## src/rtl/run_pkg.sv

```systemverilog
// Shared types and defaults for the run controller slice.
package run_pkg;

    typedef enum logic [1:0] {
        IDLE = 2'd0,
        INIT = 2'd1,
        RUN  = 2'd2,
        DONE = 2'd3
    } run_state_t;

    localparam int HALT_PC_DEF = 128;
    localparam int TIMEOUT_DEF = 65535;

endpackage

```

## src/rtl/run_ctrl_if.sv

```systemverilog
// Host <-> run controller handshake plus the core-facing control/status.
interface run_ctrl_if #(
    parameter int D  = 12,
    parameter int CW = 16
);
    logic          req;
    logic [D-1:0]  prog_ctr;
    logic          core_rst;
    logic          core_en;
    logic          busy;
    logic          done;
    logic          timeout;
    logic [CW-1:0] cycles;

    modport master (
        output req, prog_ctr,
        input  core_rst, core_en, busy, done, timeout, cycles
    );

    modport slave (
        input  req, prog_ctr,
        output core_rst, core_en, busy, done, timeout, cycles
    );
endinterface

```

## src/rtl/sat_counter.sv

```systemverilog
// Up-counter with synchronous clear and enable that sticks at all-ones.
module sat_counter #(
    parameter int CW = 16
) (
    input  logic          clk,
    input  logic          reset,
    input  logic          clr,
    input  logic          en,
    output logic [CW-1:0] q
);

    always_ff @(posedge clk or posedge reset) begin
        if (reset)
            q <= '0;
        else if (clr)
            q <= '0;
        else if (en && (q != '1))
            q <= q + 1'b1;
    end

endmodule

```

## src/rtl/run_ctrl.sv

```systemverilog
// Run controller: holds the core in reset while idle, runs it until halt PC
// or timeout, then freezes it and raises a registered done until req drops.
module run_ctrl
    import run_pkg::*;
#(
    parameter int D           = 12,
    parameter int HALT_PC     = HALT_PC_DEF,
    parameter int RST_CYC     = 2,
    parameter int CW          = 16,
    parameter int TIMEOUT_CYC = TIMEOUT_DEF
) (
    input  logic       clk,
    input  logic       reset,
    run_ctrl_if.slave  bus
);

    localparam int IW = (RST_CYC > 1) ? $clog2(RST_CYC) : 1;

    run_state_t    state, state_nxt;
    logic [IW-1:0] init_cnt;
    logic          timeout_q;
    logic [CW-1:0] cycles;
    logic          halt, tmo, start;

    assign halt  = (bus.prog_ctr == D'(HALT_PC));
    assign tmo   = (cycles == CW'(TIMEOUT_CYC - 1));
    assign start = (state == IDLE) && bus.req;

    always_ff @(posedge clk or posedge reset) begin
        if (reset) state <= IDLE;
        else       state <= state_nxt;
    end

    always_comb begin
        state_nxt = state;
        case (state)
            IDLE:    if (bus.req)                         state_nxt = INIT;
            INIT:    if (init_cnt == IW'(RST_CYC - 1))    state_nxt = RUN;
            RUN:     if (halt || tmo)                     state_nxt = DONE;
            DONE:    if (!bus.req)                        state_nxt = IDLE;
            default:                                      state_nxt = IDLE;
        endcase
    end

    // Halt has priority over a coincident timeout.
    always_ff @(posedge clk or posedge reset) begin
        if (reset) begin
            init_cnt  <= '0;
            timeout_q <= 1'b0;
        end else begin
            if (start) begin
                init_cnt  <= '0;
                timeout_q <= 1'b0;
            end
            if (state == INIT)
                init_cnt <= init_cnt + 1'b1;
            if (state == RUN) begin
                if (halt)     timeout_q <= 1'b0;
                else if (tmo) timeout_q <= 1'b1;
            end
        end
    end

    sat_counter #(.CW(CW)) u_cycles (
        .clk   (clk),
        .reset (reset),
        .clr   (start),
        .en    (state == RUN),
        .q     (cycles)
    );

    // Everything below decodes registered state only.
    assign bus.core_rst = (state == IDLE) || (state == INIT);
    assign bus.core_en  = (state == RUN);
    assign bus.busy     = (state == INIT) || (state == RUN);
    assign bus.done     = (state == DONE);
    assign bus.timeout  = timeout_q;
    assign bus.cycles   = cycles;

endmodule

```

## src/flat_wrapper.sv

```systemverilog
// flat-port wrapper written by rule: the top's interface ports become plain ports
module run_ctrl_flat import run_pkg::*;
#(
    parameter int D           = 12,
    parameter int HALT_PC     = HALT_PC_DEF,
    parameter int RST_CYC     = 2,
    parameter int CW          = 16,
    parameter int TIMEOUT_CYC = TIMEOUT_DEF
)
  (clk, reset, bus_req, bus_prog_ctr, bus_core_rst, bus_core_en, bus_busy, bus_done, bus_timeout, bus_cycles);
  run_ctrl_if #(.D(D), .CW(CW)) bus_i ();
  input  logic clk;
  input  logic reset;
  input wire logic [$bits(bus_i.req)-1:0] bus_req;
  input wire logic [$bits(bus_i.prog_ctr)-1:0] bus_prog_ctr;
  output wire logic [$bits(bus_i.core_rst)-1:0] bus_core_rst;
  output wire logic [$bits(bus_i.core_en)-1:0] bus_core_en;
  output wire logic [$bits(bus_i.busy)-1:0] bus_busy;
  output wire logic [$bits(bus_i.done)-1:0] bus_done;
  output wire logic [$bits(bus_i.timeout)-1:0] bus_timeout;
  output wire logic [$bits(bus_i.cycles)-1:0] bus_cycles;
  assign bus_i.req = bus_req;
  assign bus_i.prog_ctr = bus_prog_ctr;
  assign bus_core_rst = bus_i.core_rst;
  assign bus_core_en = bus_i.core_en;
  assign bus_busy = bus_i.busy;
  assign bus_done = bus_i.done;
  assign bus_timeout = bus_i.timeout;
  assign bus_cycles = bus_i.cycles;
  run_ctrl #(.D(D), .HALT_PC(HALT_PC), .RST_CYC(RST_CYC), .CW(CW), .TIMEOUT_CYC(TIMEOUT_CYC)) u_core (.clk(clk), .reset(reset), .bus(bus_i));
endmodule
```

## config.mk

```make
export PLATFORM = sky130hd
export DESIGN_NAME = run_ctrl_flat
export DESIGN_NICKNAME = d
export VERILOG_FILES = /design/src/rtl/run_pkg.sv /design/src/rtl/run_ctrl_if.sv /design/src/rtl/sat_counter.sv /design/src/rtl/run_ctrl.sv /design/src/flat_wrapper.sv
export SDC_FILE = /design/constraint.sdc
export NUM_CORES = 1
export LEC_CHECK = 0
export ABC_AREA = 1
export CAP_MARGIN = 10
export CORE_ASPECT_RATIO = 0.7
export CORE_UTILIZATION = 45
export CTS_BUF_LIST = sky130_fd_sc_hd__clkbuf_8
export DETAILED_ROUTE_END_ITERATION = 10
export PLACE_DENSITY = 0.75
export REMOVE_ABC_BUFFERS = 1
export SYNTH_ARGS = -nofsm -noshare
export SYNTH_HDL_FRONTEND = slang
export SYNTH_SLANG_ARGS = --single-unit
```

## constraint.sdc

```tcl
create_clock -name clk -period 2.2 [get_ports clk]
set_input_delay 0.33 -clock clk [delete_from_list [all_inputs] [get_ports clk]]
set_output_delay 0.33 -clock clk [all_outputs]
set_load 0.005 [all_outputs]
```

==> results of run 1 <==
stage by stage:
step	total power [mW]	hold WS, ps	util	cell area (sq um)
after floorplan	0.9168	293.8	-	1350
after global placement	1.240	492.0	0.6246	1775
after detailed placement	1.250	501.9	0.6246	1775
after CTS	1.489	396.6	0.6391	1817
after global routing	1.606	434.1	0.6391	1817
final	1.470	390.1	0.6391	1817
state kept, by name (all words and copies together), names as in the netlist:
name / flops
u_core.init_cnt: 1
u_core.u_cycles.q: 16
u_core.bus.timeout: 1
u_core.state: 2
final timing paths:
kind	cells after the start	slack (ps)	from	end
worst max-delay path	3	280	u_core.state[0]	bus_core_en
worst min-delay path	3	390	reset	u_core.u_cycles.q[1]
worst max register to register	10	370	u_core.u_cycles.q[1]	u_core.u_cycles.q[1]
worst min register to register	1	500	u_core.init_cnt	u_core.init_cnt
max in group asynchronous	3	1590	reset	u_core.u_cycles.q[10]
min in group clk	1	500	u_core.init_cnt	u_core.init_cnt
cells by family after synthesis:
kind of cell | count (synthesis) | share of synthesized area
xor+xnor | 6 | 0.03836
simple gates | 131 | 0.4210
flops | 20 | 0.3653
fa+ha+maj | 7 | 0.06392
buf+inv | 21 | 0.06392
compound gates | 11 | 0.04749
cell usage in the layout (no fill, tap or decap):
cell type / instances
sky130_fd_sc_hd__nand2_2: 1
sky130_fd_sc_hd__nand3_2: 1
sky130_fd_sc_hd__dfrtp_1: 20
sky130_fd_sc_hd__nand4_1: 11
sky130_fd_sc_hd__clkbuf_8: 3
sky130_fd_sc_hd__inv_1: 17
sky130_fd_sc_hd__ha_1: 7
sky130_fd_sc_hd__clkdlybuf4s50_1: 35
sky130_fd_sc_hd__xnor2_1: 1
sky130_fd_sc_hd__nand3_1: 15
sky130_fd_sc_hd__a211oi_1: 1
sky130_fd_sc_hd__inv_2: 1
sky130_fd_sc_hd__buf_4: 4
sky130_fd_sc_hd__o21bai_1: 3
sky130_fd_sc_hd__xor2_1: 5
sky130_fd_sc_hd__nor2_1: 29
sky130_fd_sc_hd__nor3_1: 2
sky130_fd_sc_hd__a21oi_1: 1
sky130_fd_sc_hd__o21ai_0: 2
sky130_fd_sc_hd__nand2_1: 67
sky130_fd_sc_hd__nor2_4: 3
sky130_fd_sc_hd__o21ai_1: 4
sky130_fd_sc_hd__nor2_2: 1
sky130_fd_sc_hd__or2_2: 1
per-layer routing:
metal | track usage | part of all wire | vias up | wire, microns
li1 | - | - | 709 | -
met1 | 0.3099 | 0.51 | 581 | 1607
met2 | 0.3647 | 0.43 | 37 | 1371
met3 | 0.05607 | 0.058 | 2 | 184
met4 | 0.05000 | 0.0038 | 0 | 12
met5 | 0 | 0 | - | 0
worst max-delay path, delay by kind of cell, from the launching register on:
family	cells	cell delay (ps)
buffers and inverters	2	670
DFF	1	420
adders and majority gates	1	260
report_power, final:
| part | internal [mW] | switching (mW) |
|---|---|---|
| registers | 0.434 | 0.0818 |
| logic | 0.340 | 0.382 |
| clock network | 0.122 | 0.111 |
layout make-up:
type,instances,share of cell area
multi-input cells,155,0.4304
flip-flops and latches,20,0.2755
repair buffers,39,0.2094
inverters,18,0.03719
well taps,36,0.02479
clock buffers,3,0.02273
==> flow_results.org, run 1 <==
** STA
- Number of hold violations in the final report :: 0
- Final sum of negative setup slack :: 0 ps
- Setup repair after global routing left no endpoint under its margin.
- Fin. max-slew vios :: 0
- Maximum clock skew at final layout :: 2.629 ps
- Slack of the critical path :: 278.9 ps
- For this run, the top clock speed supported by timing is 0.5205 GHz.
- For the pin with the worst max-slew slack, the measured transition is 438.4 ps.
- After layout, the minimum clock period comes to 1921 ps.
- Final worst path period share :: 0.8732
- Slew margin rel. :: 0.7058
- Setup violations remaining at the end of the flow were counted as 0.

** Cells and area
- Area taken by multi-input logic gates :: 782.0 sq um
- Layout Area Growth over Synthesis :: 32.60%
- In the final design database the tool counted roughly 260 nets.
- Count of fill cells added during filler insertion :: 258
- After the flow finishes, the layout carries non-filler instances totaling roughly 270.
- The number of antenna diodes in the final layout is 0.
- Share of final-layout standard cells stronger than drive strength 1 :: 0.06383
- The sequential cells in the finished layout cover a total of between 500 and 600 sq um.

** CTS
- CTS Buffer Depth :: 2
- The number of hold buffers added after CTS was 0.
- Buffers added to address setup during post-CTS repair amount to 0.
- CTS root buffer :: sky130_fd_sc_hd__clkbuf_8
- The number of clock buffers added by TritonCTS is 3.
- After clock tree synthesis, the repair step resized 0 gates.
- Clock tree from TritonCTS :: built
- Counting every sink on the clock net gives 20.
- Clock latency of the later-clocked register in the worst-skew pair :: ~250 ps
- Register clock-pin slew on the reported worst setup and hold paths :: around 70 ps
- In this run the number of H-tree levels came out at 1.

** Floorplan
- In this run the horizontal extent of the chip is between 60 and 70 microns.
- The region available for standard cell placement spans 0.002843 sq mm.
- Die Height :: 48.17 microns
- For this configuration, the core starts out at a cell density of 0.4820.
- The floorplan step defined a die boundary enclosing between 0.003 and 0.004 sq mm.
- Num ports :: 36
- After floorplanning, the core was divided into 16 placement rows.

** Job
- Maxcap violations :: 0

** Placed design
- Dpl hpwl :: 2.550 mm
- Input and output buffers added on the ports amount to 35.
- After detailed placement, the design holds a cell count of between 200 and 300.
- Final weighted congestion in routability-driven placement :: approximately 0.91
- Pre-CTS worst setup slack :: approximately 390 ps

** Drt
- The first detailed-routing pass took 4 iterations.
- After detailed routing, the number of remaining DRC violations is 0.
- Via/cell ratio :: between 4 and 5
- After detailed routing, the average wire length per cell comes to 11.72 microns.
- In this run the remaining antenna-violating nets after routing total 0.
- For this block, the via count after detailed routing is 1,329.
- The routed design has between 3 and 4 mm of wire.
- After the first detailed-routing iteration, the DRC count stood at 73.

** Logic synthesis
- Top cell type by total area after synthesis :: sky130_fd_sc_hd__dfrtp_1
- The netlist uses 24 different library cells.
- The cell count after synthesis came out at about 200.
- In this run the cell area of the synthesized design comes to between 0.001 and 0.0015 sq mm.
- Cell types occupying the most area after synthesis :: sky130_fd_sc_hd__dfrtp_1 (37%), sky130_fd_sc_hd__nand2_1 (18%), sky130_fd_sc_hd__nor2_1 (7.9%)
- By instance count, the leading cell after synthesis is sky130_fd_sc_hd__nand2_1.
- Share of async-settable or async-resettable flops after synthesis :: 1.000
- Cell types with the highest counts after synthesis :: sky130_fd_sc_hd__nand2_1 (67), sky130_fd_sc_hd__nor2_1 (29), sky130_fd_sc_hd__dfrtp_1 (20)
- Flip-flop cell with the highest count after synthesis :: sky130_fd_sc_hd__dfrtp_1
- Counting flops and latches in the post-synthesis netlist gives 20.
- Post-synth EDFFs :: 0
- Of the post-synthesis cell area, the dominant cell type holds 0.3653.
- Sequential-to-total area share from yosys stat :: 0.3653
- Synthesized area divided by synthesized cell count :: roughly 7 sq um
- The Yosys step of the flow raised 0 warnings.

** Global route
- Number of global-route vias before repair :: ~1.2k
- Pin count of the biggest net entering global routing :: 21
- The first global-routing pass estimated 5.333 mm of wire.
- Sum of overflow across all layers after global routing :: 0
- In the global route stage, overall resource usage came out at 0.2259.
- The initial antenna violation count is 0.

** Pwr
- Worst IR Drop VDD :: just under 0.7 mV
- Reported leakage power :: 0.8271 nW
- Pwr dens :: between 800 and 900 mW/mm^2

** Worst setup path
- Data arrival at the endpoint of the critical path :: between 1500 and 2000 ps
- Crit end category :: output port
- In this run the worst path has a maximum fanout of 6.
- Setup crit start kind :: flop
- Critical-path cell with the highest stage delay :: sky130_fd_sc_hd__clkdlybuf4s50_1
- Traced cell by cell, the critical path runs through inv_1, ha_1, clkdlybuf4s50_1.
- Slowest cell delay on critical path :: ~550 ps
- Required @ worst endpoint :: around 1900 ps
- Critical Setup Path Class :: flop to output port

** Status
- Status :: finished clean

** Hold path
- Class of the tightest hold or removal check :: input port to async pin
Power figures use the tool's default switching activity.
==> run 2: changes to the inputs <==
Settings changed: CAP_MARGIN 10 to default, RECOVER_POWER from default to 100.
==> flow_results.org, run 2 (synthesis results as in run 1) <==
** Status
- Status :: finished clean

** CTS
- The number of hold buffers added after CTS was 0.
- Clock latency on the worst-skew pair, taken at its later pin, is ~250 ps.
- Buffers inserted during clock tree synthesis total 3.
- Total number of clock tree sinks :: 20
- The cell sitting at the root of the clock tree is a sky130_fd_sc_hd__clkbuf_8.
- Once the clock tree was built, the setup fixing pass inserted 0 buffers.
- After clock tree synthesis, the clock-pin slew on the worst setup and hold paths is around 70 ps.
- Clock tree from TritonCTS :: built
- CTS built an H-tree with a depth of 1.
- CTS Buffer Depth :: 2
- In this run, post-CTS repair resized a total of 0 instances.

** STA
- Between clock sinks in the finished design, the worst skew comes to about 2.7 ps.
- Setup repair after global routing left no endpoint under its margin.
- The count of final hold-check violations was 0.
- Count of endpoints failing setup in the final report :: 0
- Based on the critical path, the design can be clocked at up to 0.5066 GHz.
- Final sum of negative setup slack :: 0 ps
- Shortest period the worst path allows :: between 1500 and 2000 ps
- The number of slew-limit violations in the final report was 0.
- Final worst path period share :: 0.8972
- At the pin with the least slew margin, the transition time is approximately 1100 ps.
- Across all setup checks in the final design, the least slack found is roughly 230 ps.
- Slew margin rel. :: 0.2799

** Pwr
- For this design the static power due to leakage is between 0.8 and 0.9 nW.
- Worst IR Drop VDD :: roughly 0.66 mV
- The completed layout was analyzed and its total power is between 1 and 1.5 mW.
- In this run the power density over the cells is ~790 mW/mm^2.

** Drt
- TritonRoute pass-1 iters :: 5
- After detailed routing, the average wire length per cell comes to between 10 and 15 microns.
- For this block, the via count after detailed routing is ~1.3k.
- Number of nets still failing antenna checks after routing :: 0
- Via/cell ratio :: roughly 4.9
- Detailed Route Iter0 Violations :: 94
- For this block, the routed nets add up to between 3 and 4 mm of wire.
- DR DRC count :: 0

** Cells and area
- # diodes :: 0
- Final Util :: 0.6329
- Largest registers :: u_core.u_cycles.q (16), u_core.state (2)
- The layout has about 260 filler cells.
- In the layout the commonest cells are sky130_fd_sc_hd__nand2_1 (67), sky130_fd_sc_hd__nor2_1 (29), sky130_fd_sc_hd__dlygate4sd3_1 (21).
- The register with the most flip-flops in the layout has 16 of them.
- The register with the most flip-flops in the final layout is u_core.u_cycles.q.
- Most frequent standard cell in the layout excluding fill and tap cells :: sky130_fd_sc_hd__nand2_1
- Final std cell area, no fill :: 0.001799 sq mm
- The area growth from synthesis to layout is 31.32%.
- In the final layout, the share of cells above drive strength 1 is 0.05106.
- Net count reported at finish :: 259

** Floorplan
- The region available for standard cell placement spans 0.002843 sq mm.
- Die Height :: 48.17 microns
- Die X-Extent :: 67.95 microns
- Number of core rows :: 16
- Die footprint :: between 0.003 and 0.004 sq mm
- Initial core utilization :: 0.4820
- Num ports :: 36

** Placed design
- The placed instances occupy a cell area of 0.001775 sq mm.
- Dpl hpwl :: 2.550 mm
- Final weighted congestion in routability-driven placement :: between 0.9 and 1
- Pre-CTS worst setup slack :: about 390 ps
- Buffers placed on the I/O ports in this run total 35.

** Worst setup path
- Peak fanout along the critical path :: 6
- Critical Setup Path Class :: flop to output port
- Setup crit start kind :: flop
- Data on the critical path arrives at its endpoint at around 1600 ps.
- Crit end category :: output port
- Data on the critical path is required at its endpoint by 1870 ps.
- Across all register-to-register paths, the minimum setup slack is roughly 310 ps.

** Global route
- Sum of overflow across all layers after global routing :: 0
- The number of global-route vias before repair came to about 1.2k.
- Number of antenna violations at the first check in global routing :: 0
- Across every metal layer, demand over resource in global routing totals 0.2259.
- Entering global routing, the biggest net connects 21 pins.
- Global-route wire length before repair :: about 5.3 mm

** Hold path
- In this run the worst hold path is classified as flop to flop.

** Job
- The tool flagged a number of max-cap violations equal to 0.
run 2: cell types whose count changed in the layout (fill, tap and decap cells not counted), sizes merged:
| cell | change |
|---|---|
| clkbuf | +2 |
| buf | -2 |
| dlygate4sd3 | +21 |
| clkdlybuf4s50 | -21 |
run 2: layout make-up:
cell class                      count  area [sq um]  area share
Clock buffer                        3         41.29     0.02295
Inverter                           18         67.56     0.03755
Multi-Input combinational cell    155         772.0      0.4291
Sequential cell                    20         500.5      0.2782
Tap cell                           36         45.04     0.02503
Timing Repair Buffer               39         372.9      0.2072
run 2: worst paths after layout:
path | startpoint | to | cells after the start
worst max-delay path | u_core.state[0] | bus_core_en | 3
worst min-delay path | u_core.init_cnt | u_core.init_cnt | 1
worst max register to register | u_core.u_cycles.q[1] | u_core.u_cycles.q[10] | 9
worst min register to register | u_core.init_cnt | u_core.init_cnt | 1
max in group asynchronous | reset | u_core.u_cycles.q[10] | 3
min in group asynchronous | reset | u_core.u_cycles.q[1] | 3
run 2: worst max-delay path, cell delays in order, from the launching register on:
cell and delay (ps):
sky130_fd_sc_hd__dfrtp_1 410, sky130_fd_sc_hd__inv_1 110, sky130_fd_sc_hd__ha_1 260, sky130_fd_sc_hd__dlygate4sd3_1 610
run 2: metal layers:
layer,global-route usage,vias up,share of wire
li1,-,707,-
met3,0.05607,2,0.065
met1,0.3099,578,0.51
met2,0.3647,43,0.42
met4,0.05000,0,0.0038
met5,0,-,0
run 2: power breakdown:
| part | switching, mW | leakage [nW] | internal (mW) | total (mW) |
|---|---|---|---|---|
| sequential | 0.0788 | 0.271 | 0.434 | 0.513 |
| combinational | 0.374 | 0.587 | 0.302 | 0.675 |
| clock | 0.111 | 0.0216 | 0.122 | 0.232 |
| total | 0.563 | 0.880 | 0.858 | 1.42 |
run 2: metrics by stage:
| step | hold slack (ps) | cells |
|---|---|---|
| finish | 503.4 | 271 |
| floorplan | 293.8 | 193 |
| global route | 559.0 | 271 |
| global placement | 492.0 | 268 |
| detailed placement | 501.9 | 268 |
| CTS | 396.6 | 271 |
